===== src/rtl/uart_bus_master.sv =====
// UART command bridge: decodes 4-byte write / 3-byte read frames from a byte
// stream, performs one memory bus access and returns an ACK or the read data.
module uart_bus_master #(
    parameter int         TIMEOUT  = 2500000,
    parameter logic [7:0] ACK_BYTE = 8'h4B
) (
    input  logic        clk,
    input  logic        rst_n,
    input  logic        rx_got,
    input  logic [7:0]  rx_byte,
    input  logic        rx_error,
    output logic [7:0]  tx_byte,
    output logic        transmit,
    input  logic        is_transmitting,
    output logic        bus_req,
    input  logic        bus_gnt,
    output logic [15:0] addr,
    output logic        we,
    output logic [7:0]  data_out,
    input  logic [7:0]  data_in,
    output logic        busy
);

    localparam logic [7:0] CMD_WR = 8'h57;
    localparam logic [7:0] CMD_RD = 8'h52;
    localparam int         CW     = (TIMEOUT > 1) ? $clog2(TIMEOUT) : 1;
    localparam logic [CW-1:0] TO_LAST = CW'(TIMEOUT - 1);

    typedef enum logic [3:0] {
        IDLE     = 4'd0,
        ADDR_H   = 4'd1,
        ADDR_L   = 4'd2,
        DATA     = 4'd3,
        REQ      = 4'd4,
        WRITE    = 4'd5,
        RD_WAIT  = 4'd6,
        RD_CAP   = 4'd7,
        TX_START = 4'd8,
        TX_WAIT  = 4'd9
    } state_t;

    state_t        state_q, state_d;
    logic          cmd_wr_q, cmd_wr_d;
    logic [15:0]   addr_q, addr_d;
    logic [7:0]    data_q, data_d;
    logic [7:0]    tx_byte_q, tx_byte_d;
    logic          we_q, we_d;
    logic          transmit_q, transmit_d;
    logic          bus_req_q, bus_req_d;
    logic          busy_q, busy_d;
    logic [CW-1:0] cnt_q, cnt_d;

    // Next-state and next-output computation for the frame/access sequencer
    always_comb begin
        state_d    = state_q;
        cmd_wr_d   = cmd_wr_q;
        addr_d     = addr_q;
        data_d     = data_q;
        tx_byte_d  = tx_byte_q;
        we_d       = 1'b0;
        transmit_d = transmit_q;
        bus_req_d  = bus_req_q;
        cnt_d      = cnt_q;
        case (state_q)
            IDLE: begin
                cnt_d = '0;
                if (rx_got && ((rx_byte == CMD_WR) || (rx_byte == CMD_RD))) begin
                    cmd_wr_d = (rx_byte == CMD_WR);
                    state_d  = ADDR_H;
                end else begin
                    state_d = IDLE;
                end
            end
            ADDR_H: begin
                if (rx_error) begin
                    state_d = IDLE;
                end else if (rx_got) begin
                    addr_d[15:8] = rx_byte;
                    cnt_d        = '0;
                    state_d      = ADDR_L;
                end else if (cnt_q == TO_LAST) begin
                    state_d = IDLE;
                end else begin
                    cnt_d = cnt_q + CW'(1);
                end
            end
            ADDR_L: begin
                if (rx_error) begin
                    state_d = IDLE;
                end else if (rx_got) begin
                    addr_d[7:0] = rx_byte;
                    cnt_d       = '0;
                    if (cmd_wr_q) begin
                        state_d = DATA;
                    end else begin
                        state_d   = REQ;
                        bus_req_d = 1'b1;
                    end
                end else if (cnt_q == TO_LAST) begin
                    state_d = IDLE;
                end else begin
                    cnt_d = cnt_q + CW'(1);
                end
            end
            DATA: begin
                if (rx_error) begin
                    state_d = IDLE;
                end else if (rx_got) begin
                    data_d    = rx_byte;
                    cnt_d     = '0;
                    state_d   = REQ;
                    bus_req_d = 1'b1;
                end else if (cnt_q == TO_LAST) begin
                    state_d = IDLE;
                end else begin
                    cnt_d = cnt_q + CW'(1);
                end
            end
            REQ: begin
                bus_req_d = 1'b1;
                if (bus_gnt) begin
                    we_d    = cmd_wr_q;
                    state_d = cmd_wr_q ? WRITE : RD_WAIT;
                end else begin
                    state_d = REQ;
                end
            end
            WRITE: begin
                tx_byte_d = ACK_BYTE;
                bus_req_d = 1'b0;
                state_d   = TX_START;
            end
            RD_WAIT: begin
                state_d = RD_CAP;
            end
            RD_CAP: begin
                tx_byte_d = data_in;
                bus_req_d = 1'b0;
                state_d   = TX_START;
            end
            TX_START: begin
                // transmit rises only with the uart idle and falls once it reports busy
                if (!transmit_q) begin
                    transmit_d = !is_transmitting;
                end else if (is_transmitting) begin
                    transmit_d = 1'b0;
                    state_d    = TX_WAIT;
                end else begin
                    transmit_d = 1'b1;
                end
            end
            TX_WAIT: begin
                if (!is_transmitting) begin
                    state_d = IDLE;
                end else begin
                    state_d = TX_WAIT;
                end
            end
            default: begin
                state_d    = IDLE;
                bus_req_d  = 1'b0;
                transmit_d = 1'b0;
                cnt_d      = '0;
            end
        endcase
        busy_d = (state_d != IDLE);
    end

    // Sequencer state and all registered outputs
    always_ff @(posedge clk or negedge rst_n) begin
        if (!rst_n) begin
            state_q    <= IDLE;
            cmd_wr_q   <= 1'b0;
            addr_q     <= 16'h0000;
            data_q     <= 8'h00;
            tx_byte_q  <= 8'h00;
            we_q       <= 1'b0;
            transmit_q <= 1'b0;
            bus_req_q  <= 1'b0;
            busy_q     <= 1'b0;
            cnt_q      <= '0;
        end else begin
            state_q    <= state_d;
            cmd_wr_q   <= cmd_wr_d;
            addr_q     <= addr_d;
            data_q     <= data_d;
            tx_byte_q  <= tx_byte_d;
            we_q       <= we_d;
            transmit_q <= transmit_d;
            bus_req_q  <= bus_req_d;
            busy_q     <= busy_d;
            cnt_q      <= cnt_d;
        end
    end

    assign tx_byte  = tx_byte_q;
    assign transmit = transmit_q;
    assign bus_req  = bus_req_q;
    assign addr     = addr_q;
    assign we       = we_q;
    assign data_out = data_q;
    assign busy     = busy_q;

endmodule


===== config.mk =====
export PLATFORM = sky130hd
export DESIGN_NAME = uart_bus_master
export DESIGN_NICKNAME = d
export VERILOG_FILES = /design/src/rtl/uart_bus_master.sv
export SDC_FILE = /design/constraint.sdc
export NUM_CORES = 1
export LEC_CHECK = 0
export ABC_CLOCK_PERIOD_IN_PS = 4300
export BUFFER_PORTS_ARGS = -buffer_cell sky130_fd_sc_hd__clkbuf_2
export CORE_MARGIN = 2
export CORE_UTILIZATION = 50
export CTS_BUF_LIST = sky130_fd_sc_hd__clkbuf_8
export CTS_CLUSTER_SIZE = 8
export DETAILED_ROUTE_END_ITERATION = 10
export HOLD_SLACK_MARGIN = 0.15
export PLACE_DENSITY = 0.73
export SKIP_LAST_GASP = 1
export SYNTH_ARGS = -nofsm -noshare
export SYNTH_HDL_FRONTEND = slang
export SYNTH_SLANG_ARGS = --single-unit

===== constraint.sdc =====
create_clock -name clk -period 4.3 [get_ports clk]
set_clock_uncertainty 0.1 [all_clocks]
set_input_delay 0.215 -clock clk [delete_from_list [all_inputs] [get_ports clk]]
set_output_delay 0.215 -clock clk [all_outputs]
set_load 0.01 [all_outputs]

# Word-level counts from Yosys, hierarchy flattened
# Cells that the tools add are included.
# totals
mem_bits_rw	0
inputBits	22
memories	0
wordCells	82
mem_bits_ro	0
latch_bits	0
regBits	63
# classes
magnitude_cmp	0
addsub	1
eq_ne	19
shifts	0
div	0
n_mul	0
bitwise_logic	3
reduce_logical	17
muxes	31
# ops
cell	count
22-bit two-way mux	3
22-bit case mux with 2 select lines	1
4-bit two-way mux	10
4-bit case mux with 9 select lines	1
22-bit by 1-bit adder with 22-bit output (second input constant)	1
22-bit equality test (second input constant)	1
4-bit by 3-bit equality test with 1-bit output (second input constant)	4
8-bit by 7-bit equality test with 1-bit output (second input constant)	2
8-bit case mux with 2 select lines	1
2-bit inequality test (second input constant)	6
3-bit AND reduction	4
1-bit two-way mux	10
9-bit OR reduction	1
4-bit by 2-bit equality test with 1-bit output (second input constant)	2
4-bit equality test (second input constant)	2
6-bit AND reduction	1
6-bit OR reduction	1
5-bit OR reduction	1
4-bit by 1-bit equality test with 1-bit output (second input constant)	1
4-bit zero test	1
2-bit two-way mux	2
1-bit case mux with 4 select lines	1
4-bit nonzero test	1
3-bit two-way mux	1
other kinds (10)	12

# Logic depth before layout (Yosys ltp)
# Gate-level depths: netlist of run 1.
# logic_depth
depth_word	6
mapped_depth	7
depth_no_buf	6

# Least setup slack after synthesis of run 1
# OpenSTA, ideal clock, no wires.
# synth_timing
path_type	reg2reg
startpoint	reg state_q[2]
endpoint	reg addr_q[0] (netlist: addr[0])
t_required_ns	4.075
n_path_buf	1
synth_period_minus_slack_ns	1.749
arrival_time_ns	1.524
path_stages_with_launch	5
setup_ns	0.125
path_slack_ns	2.551
cell_sequence	dfrtp_1 buf_2 nor3_2 nor3b_4 mux2_2
# synth_via
elab_chain_len	2
# synth_rtl
item	line_no	source
start: declaration	42	state_t state_q, state_d;
start signal: assignment	183	state_q <= state_d;
4-bit by 2-bit equality test with 1-bit output	64	case (state_q)
3-bit AND reduction (no line)	--	
end signal: assignment	185	addr_q <= addr_d;
end: declaration	44	logic [15:0] addr_q, addr_d;
# No other way between the ends.
# A chain may end at the register's enable or synchronous reset.

# Worst setup path after layout of run 1
# layout_timing
startpoint	reg state_q[0]
endpoint	reg cmd_wr_q
# layout_via
elab_chain_len	2
# layout_rtl
item	line_no	source
4-bit zero test	64	
2-bit AND reduction (no line)	--	
end signal: assignment	184	cmd_wr_q <= cmd_wr_d;
end: declaration	43	logic cmd_wr_q, cmd_wr_d;
# No other way between the ends.

==> results of run 1 <==
## cell usage after synthesis (3+ instances only)
| cell type | n | area share, % |
|---|---|---|
| a21oi_1 | 14 | 2.2 |
| o311ai_0 | 3 | 0.84 |
| xnor2_1 | 5 | 1.4 |
| nor2b_1 | 4 | 0.80 |
| and4_1 | 3 | 0.84 |
| and2_1 | 4 | 0.80 |
| nor3_1 | 7 | 1.1 |
| dfrtp_1 | 63 | 50 |
| clkbuf_1 | 4 | 0.48 |
| nand2_1 | 32 | 3.8 |
| buf_2 | 5 | 0.80 |
| a22o_1 | 3 | 0.84 |
| nand3_1 | 15 | 2.4 |
| nand4_1 | 6 | 1.2 |
| a31oi_1 | 5 | 1.0 |
| nor2_1 | 20 | 2.4 |
| mux2_2 | 25 | 9.0 |
| inv_1 | 3 | 0.36 |
| o21ai_0 | 25 | 4.0 |
| nor4_1 | 3 | 0.60 |
| nor4b_1 | 3 | 0.84 |
## per-layer routing
layer	wire length (um)	share of wire [%]	up-vias	global-route usage [%]
met5	0	0	-	0
met4	59	0.79	0	6.855
met3	537	7.2	5	8.350
met2	3622	49	100	37.32
met1	3234	43	1299	28.86
li1	-	-	1267	-
## power groups by stage
stage / clock network [W] / logic, W / registers, W
floorplan: 0 / 0.000372 / 0.000793
global placement: 0 / 0.000516 / 0.000800
detailed placement: 0 / 0.000528 / 0.000807
CTS: 0.000538 / 0.000545 / 0.000798
global route: 0.000574 / 0.000602 / 0.000815
finish: 0.000529 / 0.000547 / 0.000799
## cell type report
type,instances,area share [%]
Sequential cell,63,40.95
Clock inverter,7,2.080
Tap cell,75,2.437
Timing Repair Buffer,78,12.80
Clock buffer,9,3.217
Multi-Input combinational cell,222,38.22
Inverter,3,0.2925
## worst max-delay path by stage
stage / start / end / cells after the start
floorplan: state_q[2] / addr[0] / 4
global placement: state_q[0] / cnt_q[9] / 5
detailed placement: state_q[0] / cnt_q[9] / 5
CTS: state_q[1] / cmd_wr_q / 6
global route: state_q[0] / cmd_wr_q / 6
finish: state_q[0] / cmd_wr_q / 6
## sequential cells by signal, indices dropped and copies added, names as in the netlist
name      count
bus_req       1
transmit      1
data_out      8
we            1
addr         16
cnt_q        22
state_q       4
busy          1
cmd_wr_q      1
tx_byte       8
## worst max-delay path: cells and delay by family (launching register included)
family / cells / cell delay, ns
and+or+nand+nor: 4 / 0.80
DFF: 1 / 0.61
buffers and inverters: 1 / 0.54
AOI/OAI and AO/OA: 1 / 0.16
## kinds of logic (layout without fill, tap and decap cells)
family / count (synthesis) / count (layout)
compound gates: 68 / 68
flops: 63 / 63
fa+ha+maj: 1 / 1
mux: 27 / 27
buf+inv: 15 / 97
simple gates: 121 / 121
xor+xnor: 5 / 5
## through the flow
step / power (W) / setup slack, ns
after floorplan: 0.001164 / 2.551
after global placement: 0.001316 / 2.179
after detailed placement: 0.001335 / 2.165
after CTS: 0.001881 / 2.011
after global routing: 0.001990 / 1.836
final: 0.001875 / 1.969
## what timing repair did
item | CTS | global route
setup buffers | 0 | 0
endpoints found under the hold margin | 100 | 0
hold buffers | 20 | 0
==> impl_results.md, run 1 <==
* Run status: completed
* Leak at 1.771 nW
* Antenna Violating Nets Remaining at 0
* Sinks on Clock Net at 63
* Final setup viols at 0
* Via count of the first global-routing pass at between 2000 and 3000
* Internal power contribution at 0.001193 W
* Leading cell type in the layout, fill and taps excluded: dfrtp_1
* Part of the Yosys area used for sequential elements at about half
* Reg-to-reg startpoint: state_q[0]
* Number of resized instances in the post-cts repair step at 0
* Max Freq at about 430 MHz
* Cells on worst reg2reg path at 6
* Number of ports placed on the die boundary at 58
* Effective utilization at floorplan at 52.17%
* Worst-case hold path end point: state_q[2]
* Critical-path top delay cell: dfrtp_1
* Count of state elements after synthesis at 63
* Half-perimeter wire length after detailed placement at 4.914 mm
* Initial antenna violation count at 0
* Skew-Pair Late Insertion Delay at 0.35 ns
* First-pass DRT Iterations at 4
* Synthesized-area fraction occupied by adder cells at 0.4003%
* Total GRT Usage at a little under a quarter
* Overall routed net length at 7.454 mm
* Number of slew-limit violations in the final report at 0
* Endpoint arrival time on the critical path at roughly 2.5 ns
* XOR/XNOR share of the synthesized area at 1.401%
* Root buf cell: clkbuf_8
* Comb power frac at 29.2%
* Number of rows in the core area at 28
* Min-delay src: rx_error
* Core footprint at 5991 um^2
* Switching power total at around 0.00068 W
* Synthesized netlist cell count at 300
* Area overhead of the layout relative to synthesis at 23.18%
* Placed Cells at 421
* Fin nets at 400
* Fraction of registers with async set or reset after synthesis at between 90% and 100%
* Share of layout cells above drive strength 1 at around 30%
* Power share of the sequential group at 42.6%
* First-pass GRT wire length at between 10 and 15 mm
* Main synth FF type: dfrtp_1
* Endpoint required time on the critical path at roughly 4.4 ns
* Ordered list of cells on the worst path: nor4bb_1 -> and4_1 -> nand2b_1 -> a21oi_1 -> nor2_1 -> dlygate4sd3_1
* Synth cell types at 57
* Clock period minus worst slack at 2.331 ns
* Cell Count, Final, Fillers Out at about 460
* Slack of the worst reg-to-reg path at 1.97 ns
* Hold-critical path depth at 3
* Post-route cell area at around 3800 um^2
* Synthesized Nets at 323
* Via-to-Cell Ratio at 5.845
* Final worst path period share at 54.20%
* Setup Total Neg Slack at 0 ns
* Min Hold Slack at between 0.2 and 0.25 ns
* Largest buffer count on any clock path at 2
* Clock tree from TritonCTS: done
* FF/Latch Area at 1577 um^2
* Max-capacitance violation count at 0
* Fill cell instance count of the final layout at 473
* Maximum number of pins on one net before global-route repair at 64
* Critical R2R Capture: cmd_wr_q
* RD Place Congestion at 0.8771
* EDFF count, synth at 0
* Clock buffers created by TritonCTS at 9
* YS warnings at 0
* Slowest Stage Delay on Critical Path at 0.61 ns
* Placed cell area at between 3000 and 4000 um^2
* Total via count in the routed design at 2671
* Fin. Hold Viols at 0
* WS Path Type: reg -> reg
* Power density over the cells at 487.0 nW/um^2
* Die area at 6900 um^2
* Synthesized-area fraction occupied by ao, oa, aoi and oai cells at about 14%
* Per-cell routed wire length at 16.31 um
* Area occupied by multi-input gates at 1471 um^2
* Clock Power Share at 28.2%
* Unrepaired setup endpoints after global routing: no
* Most frequent cells in the layout: dfrtp_1 (63), clkbuf_2 (57), nand2_1 (32)
* Die outline height at just over 80 um
* Utilization after layout at 64.26%
* Final routed DRC violation total at 0
* Sort of element at the end of the critical path: flip-flop
* Switching Share at a little over a third
* CTS HTree Levels at 3
* Multiplexer share of the synthesized area at roughly a tenth
* Number of input and output port buffers inserted at between 50 and 60
* Number of antenna cells inserted at 0
* Horiz. Die Dim at 83.07 um
* DR iter-0 viols at 203
* Syn Area/Cell at 10.42 um^2
* Setup crit start kind: flip-flop
* Basic-gate share of the synthesized area counting and, or, nand and nor cells at between 20% and 30%
* Worst hold-check path type: in -> reg
* Max IR drop VDD at 0.3763 mV
* Worst-path fanout max at 18
* Normalized max-slew margin at 49.28%
* Clock transition at the register clock pins on the worst setup and hold paths after CTS at 0.08 ns
* Measured slew at the worst slew-check pin at 0.7608 ns
* Largest family of logic cells by synthesized area: simple AND/OR/NAND/NOR gates
* Aggregate global routing overflow at 0
* Post-Syn Area at 3125 um^2
(Power assumes the default switching activity.)
==> run 2: changes to the inputs <==
- ABC_AREA: default -> 1
- ABC_CLOCK_PERIOD_IN_PS: 4300 -> 2000
- PLACE_DENSITY: 0.73 -> 0.75
- clock period: 4.3 -> 2 ns (I/O delays scaled with it)
==> impl_results.md, run 2 <==
* Setup Total Neg Slack at 0 ns (unchanged)
* Area overhead of the layout relative to synthesis at 23.77% (was 23.18%)
* Post-placement worst setup slack at 0.1441 ns (was 2.165 ns)
* Share of layout cells above drive strength 1 at 19.78% (was 29.32%)
* Endpoint arrival time on the critical path at 1.98 ns (was 2.47 ns)
* Synth cell types at 31 (was 57)
* Number of antenna cells inserted at 0 (unchanged)
* Syn Area/Cell at 7.472 um^2 (was 10.42 um^2)
* Number of ports placed on the die boundary at 58 (unchanged)
* Total via count in the routed design at 3338 (was 2671)
* Max-capacitance violation count at 0 (unchanged)
* Top cells by area in the synthesized netlist: dfrtp_1 (46%), nand2_1 (16%), nor2_1 (6.6%) (was dfrtp_1 (50%), mux2_2 (9.0%), o21ai_0 (4.0%))
* Clock period minus worst slack at 1.832 ns (was 2.331 ns)
* Final setup slack of the worst path at 0.1683 ns (was 1.969 ns)
* Skew-Pair Late Insertion Delay at 0.35 ns (about the same)
* Fraction of registers with async set or reset after synthesis at 100.0% (unchanged)
* Number of input and output port buffers inserted at 57 (unchanged)
* Half-perimeter wire length after detailed placement at 5.843 mm (was 4.914 mm)
* Normalized max-slew margin at 62.02% (was 49.28%)
* Final setup viols at 0 (unchanged)
* Via-to-Cell Ratio at 5.290 (was 5.845)
* First-pass DRT Iterations at 5 (was 4)
* Min Hold Slack at 0.1684 ns (was 0.2210 ns)
* Fin. Hold Viols at 0 (unchanged)
* Launching element of the worst setup path: cnt_q[1] (was state_q[0])
* Worst hold-check path type: in -> async (was in -> reg)
* Cells on worst reg2reg path at 9 (was 6)
* Sinks on Clock Net at 63 (unchanged)
* Part of the Yosys area used for sequential elements at 45.87% (was 50.44%)
* Most frequent cells in the layout: nand2_1 (150), dfrtp_1 (63), nor2_1 (60) (was dfrtp_1 (63), clkbuf_2 (57), nand2_1 (32))
* Max Freq at 545.9 MHz (was 429.1 MHz)
* Critical R2R Capture: cnt_q[0] (was cmd_wr_q)
* WS Path Type: reg -> reg (unchanged)
* Unrepaired setup endpoints after global routing: no (unchanged)
* Category of cells accounting for the largest share of critical-path delay: simple AND/OR/NAND/NOR gates (unchanged)
* Fill cell instance count of the final layout at 575 (was 473)
* Library cell with the largest summed area after synthesis: dfrtp_1 (unchanged)
* Main synth FF type: dfrtp_1 (unchanged)
* Fin nets at 569 (was 400)
* Synthesized Nets at 483 (was 323)
* Setup crit start kind: flip-flop (unchanged)
* Clock buffers created by TritonCTS at 9 (unchanged)
* Share of Yosys cell area claimed by the top area cell type at 45.87% (was 50.44%)
* DR iter-0 viols at 194 (was 203)
* Number of rows in the core area at 30 (was 28)
* Synthesized netlist cell count at 460 (was 300)
* Largest buffer count on any clock path at 2 (unchanged)
* Largest register by flop count: cnt_q (unchanged)
* RD Place Congestion at 0.9063 (was 0.8771)
* Total GRT Usage at 24.31% (was 22.99%)
* Critical-path top delay cell: dfrtp_1 (unchanged)
* Final worst path period share at 91.58% (was 54.20%)
* Area occupied by multi-input gates at 1599 um^2 (was 1471 um^2)
* Slowest Stage Delay on Critical Path at 0.40 ns (was 0.61 ns)
* Logic depth of the worst setup path including buffers at 9 (was 6)
* Run status: completed (unchanged)
* Post-Syn Area at 3437 um^2 (was 3125 um^2)
* EDFF count, synth at 0 (unchanged)
* Critical Path Sink: cnt_q[0] (was cmd_wr_q)
* FF/Latch Area at 1577 um^2 (unchanged)
* Ordered list of cells on the worst path: ha_1 -> nand3_2 -> nor2_1 -> nand3_1 -> nand2_2 -> nand2_4 -> inv_8 -> nand2_1 -> o31ai_1 (was nor4bb_1 -> and4_1 -> nand2b_1 -> a21oi_1 -> nor2_1 -> dlygate4sd3_1)
* Leading cell type in the layout, fill and taps excluded: nand2_1 (was dfrtp_1)
* Measured slew at the worst slew-check pin at 0.5697 ns (was 0.7608 ns)
* Core footprint at 6719 um^2 (was 5991 um^2)
* Clock transition at the register clock pins on the worst setup and hold paths after CTS at 0.07 ns (was 0.08 ns)
* Power density over the cells at 719.1 nW/um^2 (was 487.0 nW/um^2)
* Placed Cells at 594 (was 421)
* Slack of the worst reg-to-reg path at 0.17 ns (was 1.97 ns)
* Top post-synthesis cells by count: nand2_1 (150), dfrtp_1 (63), nor2_1 (60) (was dfrtp_1 (63), nand2_1 (32), mux2_2 (25), o21ai_0 (25), nor2_1 (20))
* Initial antenna violation count at 0 (unchanged)
* Die outline height at 86.91 um (was 83.07 um)
* Reg-to-reg startpoint: cnt_q[1] (was state_q[0])
* Count of state elements after synthesis at 63 (unchanged)
* Sort of element at the end of the critical path: flip-flop (unchanged)
* Antenna Violating Nets Remaining at 0 (unchanged)
* Overall routed net length at 8.500 mm (was 7.454 mm)
* Per-cell routed wire length at 13.47 um (was 16.31 um)
* Endpoint required time on the critical path at 2.15 ns (was 4.44 ns)
* Max IR drop VDD at 0.4078 mV (was 0.3763 mV)
* Worst-path fanout max at 30 (was 18)
* Die area at 7553 um^2 (was 6900 um^2)
* Effective utilization at floorplan at 51.15% (was 52.17%)
* YS warnings at 0 (unchanged)
* Number of slew-limit violations in the final report at 0 (unchanged)
* CTS HTree Levels at 3 (unchanged)
* Aggregate global routing overflow at 0 (unchanged)
* Horiz. Die Dim at 86.91 um (was 83.07 um)
* Root buf cell: clkbuf_8 (unchanged)
* Clock tree from TritonCTS: done (unchanged)
* Leak at 2.147 nW (was 1.771 nW)
* Final routed DRC violation total at 0 (unchanged)
* First-pass GRT wire length at 14.36 mm (was 12.90 mm)
* Largest register FFs at 22 (unchanged)
* Most frequently used cell type in the post-synthesis netlist: nand2_1 (was dfrtp_1)
* Via count of the first global-routing pass at 3171 (was 2748)
* Maximum number of pins on one net before global-route repair at 32 (was 64)
* Count of buffer and inverter cells on the critical path at 1 (unchanged)
* Cell Count, Final, Fillers Out at 631 (was 457)
-- run 2: cell count changes after synthesis, moves of 5 or more --
cell / delta
nand2_1: +118
nand3_1: +13
nand4_1: +9
inv_1: +35
a31oi_1: -5
xor2_1: +7
mux2_2: -25
nor2_1: +40
o21ai_2: +8
o21ai_0: +10
a21oi_1: -8
-- run 2: layout make-up --
class                           count  area share [%]
Clock buffer                        9           2.912
Timing Repair Buffer               88           13.71
Multi-Input combinational cell    341           37.59
Inverter                           43           3.971
Clock inverter                      7           2.412
Tap cell                           80           2.353
Sequential cell                    63           37.06
-- run 2: repair_timing --
action,in CTS,in global routing
hold buffers,21,0
resized for setup,0,1
endpoints found under the setup margin,0,8
hold endpoints to repair,110,0
buffers inserted,0,0
-- run 2: worst min-delay path by stage --
stage / start / to / slack (ns) / cells past startpoint
6_report: rst_n / cnt_q[6] / 0.17 / 2
5_1_grt: rst_n / cnt_q[3] / 0.23 / 2
4_1_cts: rst_n / cnt_q[6] / 0.18 / 2
3_5_place_dp: rst_n / cnt_q[6] / 0.02 / 1
3_3_place_gp: rst_n / cnt_q[6] / 0.006 / 1
2_1_floorplan: rst_n / addr[0] / -0.30 / 0
-- run 2: worst reg2reg max path, stage by stage (launching register included) --
cell,delay (ns)
dfrtp_1,0.40
ha_1,0.20
nand3_2,0.14
nor2_1,0.14
nand3_1,0.12
nand2_2,0.13
nand2_4,0.14
inv_8,0.20
nand2_1,0.10
o31ai_1,0.07
-- run 2: metal layers --
layer	global-route usage [%]	share of wire, %
met2	40.18	48
met3	5.498	6.3
met5	0	0
met1	30.68	43
met4	10.23	2.6
-- run 2: through the flow --
step | power, W | area, um^2 | util [%]
floorplan | 0.001606 | 3437 | -
global placement | 0.001776 | 3815 | 56.78
detailed placement | 0.001785 | 3815 | 56.78
CTS | 0.003090 | 4252 | 63.28
global route | 0.003191 | 4254 | 63.31
finish | 0.003059 | 4254 | 63.31
-- run 2: logic make-up (layout without fill, tap and decap cells) --
logic type	Yosys count	count (layout)	share of synthesized area, %
AO/OA/AOI/OAI	60	60	10.16
XOR/XNOR	9	9	2.294
adder cells (fa/ha/maj)	1	1	0.3640
buffers and inverters	56	147	7.608
flip-flops	63	63	45.87
AND/OR/NAND/NOR	271	271	33.71
-- run 2: report_power, final --
part	internal, W	switching, W	total (W)
clock	0.000714	0.000552	0.00127
combinational	0.000158	0.000222	0.000380
sequential	0.00136	0.0000527	0.00141
total	0.00223	0.000826	0.00306
==> run 3: changes to the inputs <==
- REMOVE_ABC_BUFFERS: default -> 1
- SLEW_MARGIN: default -> 20
==> impl_results.md, run 3 (synthesized netlist as in run 2, its figures left out) <==
* Run status: completed (unchanged)
* Maximum number of pins on one net before global-route repair at 64 (was 32)
* DR iter-0 viols at 236 (was 194)
* Cell Count, Final, Fillers Out at 629 (was 631)
* Setup crit start kind: flip-flop (unchanged)
* Effective utilization at floorplan at 51.15% (unchanged)
* Internal power contribution at 0.002074 W (was 0.002233 W)
* Most frequent cells in the layout: nand2_1 (150), dfrtp_1 (61), nor2_1 (60) (was nand2_1 (150), dfrtp_1 (63), nor2_1 (60))
* Final setup slack of the worst path at 0.1886 ns (was 0.1683 ns)
* Number of input and output port buffers inserted at 57 (unchanged)
* Sinks on Clock Net at 63 (unchanged)
* Die outline height at 86.91 um (unchanged)
* Endpoint required time on the critical path at 2.13 ns (was 2.15 ns)
* Max Freq at 552.1 MHz (was 545.9 MHz)
* Category of cells accounting for the largest share of critical-path delay: simple AND/OR/NAND/NOR gates (unchanged)
* Sort of element at the end of the critical path: flip-flop (unchanged)
* Skew-Pair Late Insertion Delay at 0.34 ns (was 0.35 ns)
* Area overhead of the layout relative to synthesis at 22.17% (was 23.77%)
* Measured slew at the worst slew-check pin at 0.4781 ns (was 0.5697 ns)
* Placed Cells at 593 (was 594)
* Unrepaired setup endpoints after global routing: no (unchanged)
* CP dominant cell by count: nand2_2
* Antenna Violating Nets Remaining at 0 (unchanged)
* RD Place Congestion at 0.9122 (was 0.9063)
* Leak at 2.122 nW (was 2.147 nW)
* Final setup viols at 0 (unchanged)
* Total GRT Usage at 23.69% (was 24.31%)
* Count of buffer and inverter cells on the critical path at 3 (was 1)
* Fin nets at 568 (was 569)
* Max-capacitance violation count at 0 (unchanged)
* Power density over the cells at 677.4 nW/um^2 (was 719.1 nW/um^2)
* Final worst path period share at 90.57% (was 91.58%)
* Final routed DRC violation total at 0 (unchanged)
* Power share of the sequential group at 49.9% (was 46.2%)
* Number of rows in the core area at 30 (unchanged)
* Min Hold Slack at 0.1732 ns (was 0.1684 ns)
* CTS HTree Levels at 3 (unchanged)
* Setup Total Neg Slack at 0 ns (unchanged)
* Post-placement worst setup slack at 0.1210 ns (was 0.1441 ns)
* Aggregate global routing overflow at 0 (unchanged)
* Root buf cell: clkbuf_8 (unchanged)
* Fin. Hold Viols at 0 (unchanged)
* Number of slew-limit violations in the final report at 0 (unchanged)
* Die area at 7553 um^2 (unchanged)
* WS Path Type: reg -> reg (unchanged)
* Max IR drop VDD at 0.4524 mV (was 0.4078 mV)
* Critical-path top delay cell: dfrtp_2 (was dfrtp_1)
* Via count of the first global-routing pass at 3069 (was 3171)
* Overall routed net length at 8.399 mm (was 8.500 mm)
* Horiz. Die Dim at 86.91 um (unchanged)
* Via-to-Cell Ratio at 5.234 (was 5.290)
* Clock Power Share at 37.0% (was 41.4%)
* Initial antenna violation count at 0 (unchanged)
* Clock tree from TritonCTS: done (unchanged)
* Post-CTS setup-driven buffer insertion count at 0 (unchanged)
* Normalized max-slew margin at 68.05% (was 62.02%)
* Worst-path fanout max at 30 (unchanged)
* Slowest Stage Delay on Critical Path at 0.51 ns (was 0.40 ns)
* Share of layout cells above drive strength 1 at 19.49% (was 19.78%)
* Clock buffers created by TritonCTS at 9 (unchanged)
* Switching Share at 27.09% (was 27.01%)
* Worst hold-check path type: in -> async (unchanged)
* Largest buffer count on any clock path at 2 (unchanged)
* Per-cell routed wire length at 13.35 um (was 13.47 um)
* Largest register by flop count: cnt_q (unchanged)
* Half-perimeter wire length after detailed placement at 5.687 mm (was 5.843 mm)
* Utilization after layout at 62.50% (was 63.31%)
* Total via count in the routed design at 3292 (was 3338)
* Number of antenna cells inserted at 0 (unchanged)
* Clock period minus worst slack at 1.811 ns (was 1.832 ns)
* Endpoint arrival time on the critical path at 1.94 ns (was 1.98 ns)
* Ordered list of cells on the worst path: nor2_8 -> inv_2 -> nand2_2 -> o21ai_1 -> inv_1 -> nand2_2 -> nand2_4 -> clkinv_4 -> nand2_1 -> o21ai_2 (was ha_1 -> nand3_2 -> nor2_1 -> nand3_1 -> nand2_2 -> nand2_4 -> inv_8 -> nand2_1 -> o31ai_1)
* Clock transition at the register clock pins on the worst setup and hold paths after CTS at 0.07 ns (about the same)
* Switching power total at 0.0007705 W (was 0.0008262 W)
* Leading cell type in the layout, fill and taps excluded: nand2_1 (unchanged)
* First-pass DRT Iterations at 4 (was 5)
* Largest register FFs at 22 (unchanged)
* Comb power frac at 13.1% (was 12.4%)
* Number of ports placed on the die boundary at 58 (unchanged)
* Core footprint at 6719 um^2 (unchanged)
* First-pass GRT wire length at 14.16 mm (was 14.36 mm)
-- run 3: changes by cell type in the layout (fill, tap and decap cells not counted), sizes merged --
| cell | previous run | this run |
|---|---|---|
| buf | 10 | 9 |
| bufinv | 2 | 1 |
| clkinv | 2 | 3 |
| inv | 45 | 44 |
-- run 3: through the flow --
stage | power [W] | instance area [um^2]
final | 0.002844 | 4199
after detailed placement | 0.001785 | 3807
after CTS | 0.002868 | 4197
after global routing | 0.002973 | 4199
after global placement | 0.001774 | 3807
after floorplan | 0.001594 | 3342
-- run 3: power groups by stage --
stage               clock network, W  registers, W  logic (W)
floorplan                          0       0.00148   0.000118
global placement                   0       0.00144   0.000337
detailed placement                 0       0.00144   0.000345
CTS                          0.00107       0.00142   0.000376
global route                 0.00113       0.00143   0.000418
finish                       0.00105       0.00142   0.000373
-- run 3: repair_timing --
| item | in CTS | in global routing |
|---|---|---|
| hold buffers | 21 | 0 |
| endpoints found under the hold margin | 115 | 0 |
| gates resized for setup | 0 | 2 |
| setup endpoints to repair | 0 | 20 |
-- run 3: worst reg2reg max path, delay by kind of cell (launching register included) --
family | cells | cell delay [ns]
flops | 1 | 0.51
simple gates | 5 | 0.59
compound gates | 2 | 0.14
buf+inv | 3 | 0.36
-- run 3: area by class of cell --
| class | count | area [um^2] |
|---|---|---|
| Clock buffer | 9 | 123.9 |
| Clock inverter | 6 | 55.05 |
| Fill cell | 579 | 2520 |
| Inverter | 43 | 166.4 |
| Multi-Input combinational cell | 341 | 1599 |
| Sequential cell | 63 | 1579 |
| Tap cell | 80 | 100.1 |
| Timing Repair Buffer | 87 | 575.6 |
-- run 3: path summary, 6_finish.rpt --
kind | start | end | slack [ns] | cells after the start
max in group asynchronous | rst_n | cnt_q[3] | 1.30 | 3
max | state_q[0] | cnt_q[15] | 0.19 | 10
min in group clk | addr[0] | addr[0] | 0.38 | 2
max reg2reg | state_q[0] | cnt_q[15] | 0.19 | 10
min | rst_n | cnt_q[17] | 0.17 | 3
min reg2reg | addr[0] | addr[0] | 0.38 | 2
-- run 3: metal layers --
layer  global-route usage (%)  up-vias  wire length (um)
met4                    6.676        0               103
met1                    31.37     1545              3729
li1                         -     1638                 -
met5                        0        -                 0
met3                    5.403       10               424
met2                    39.07       99              4142
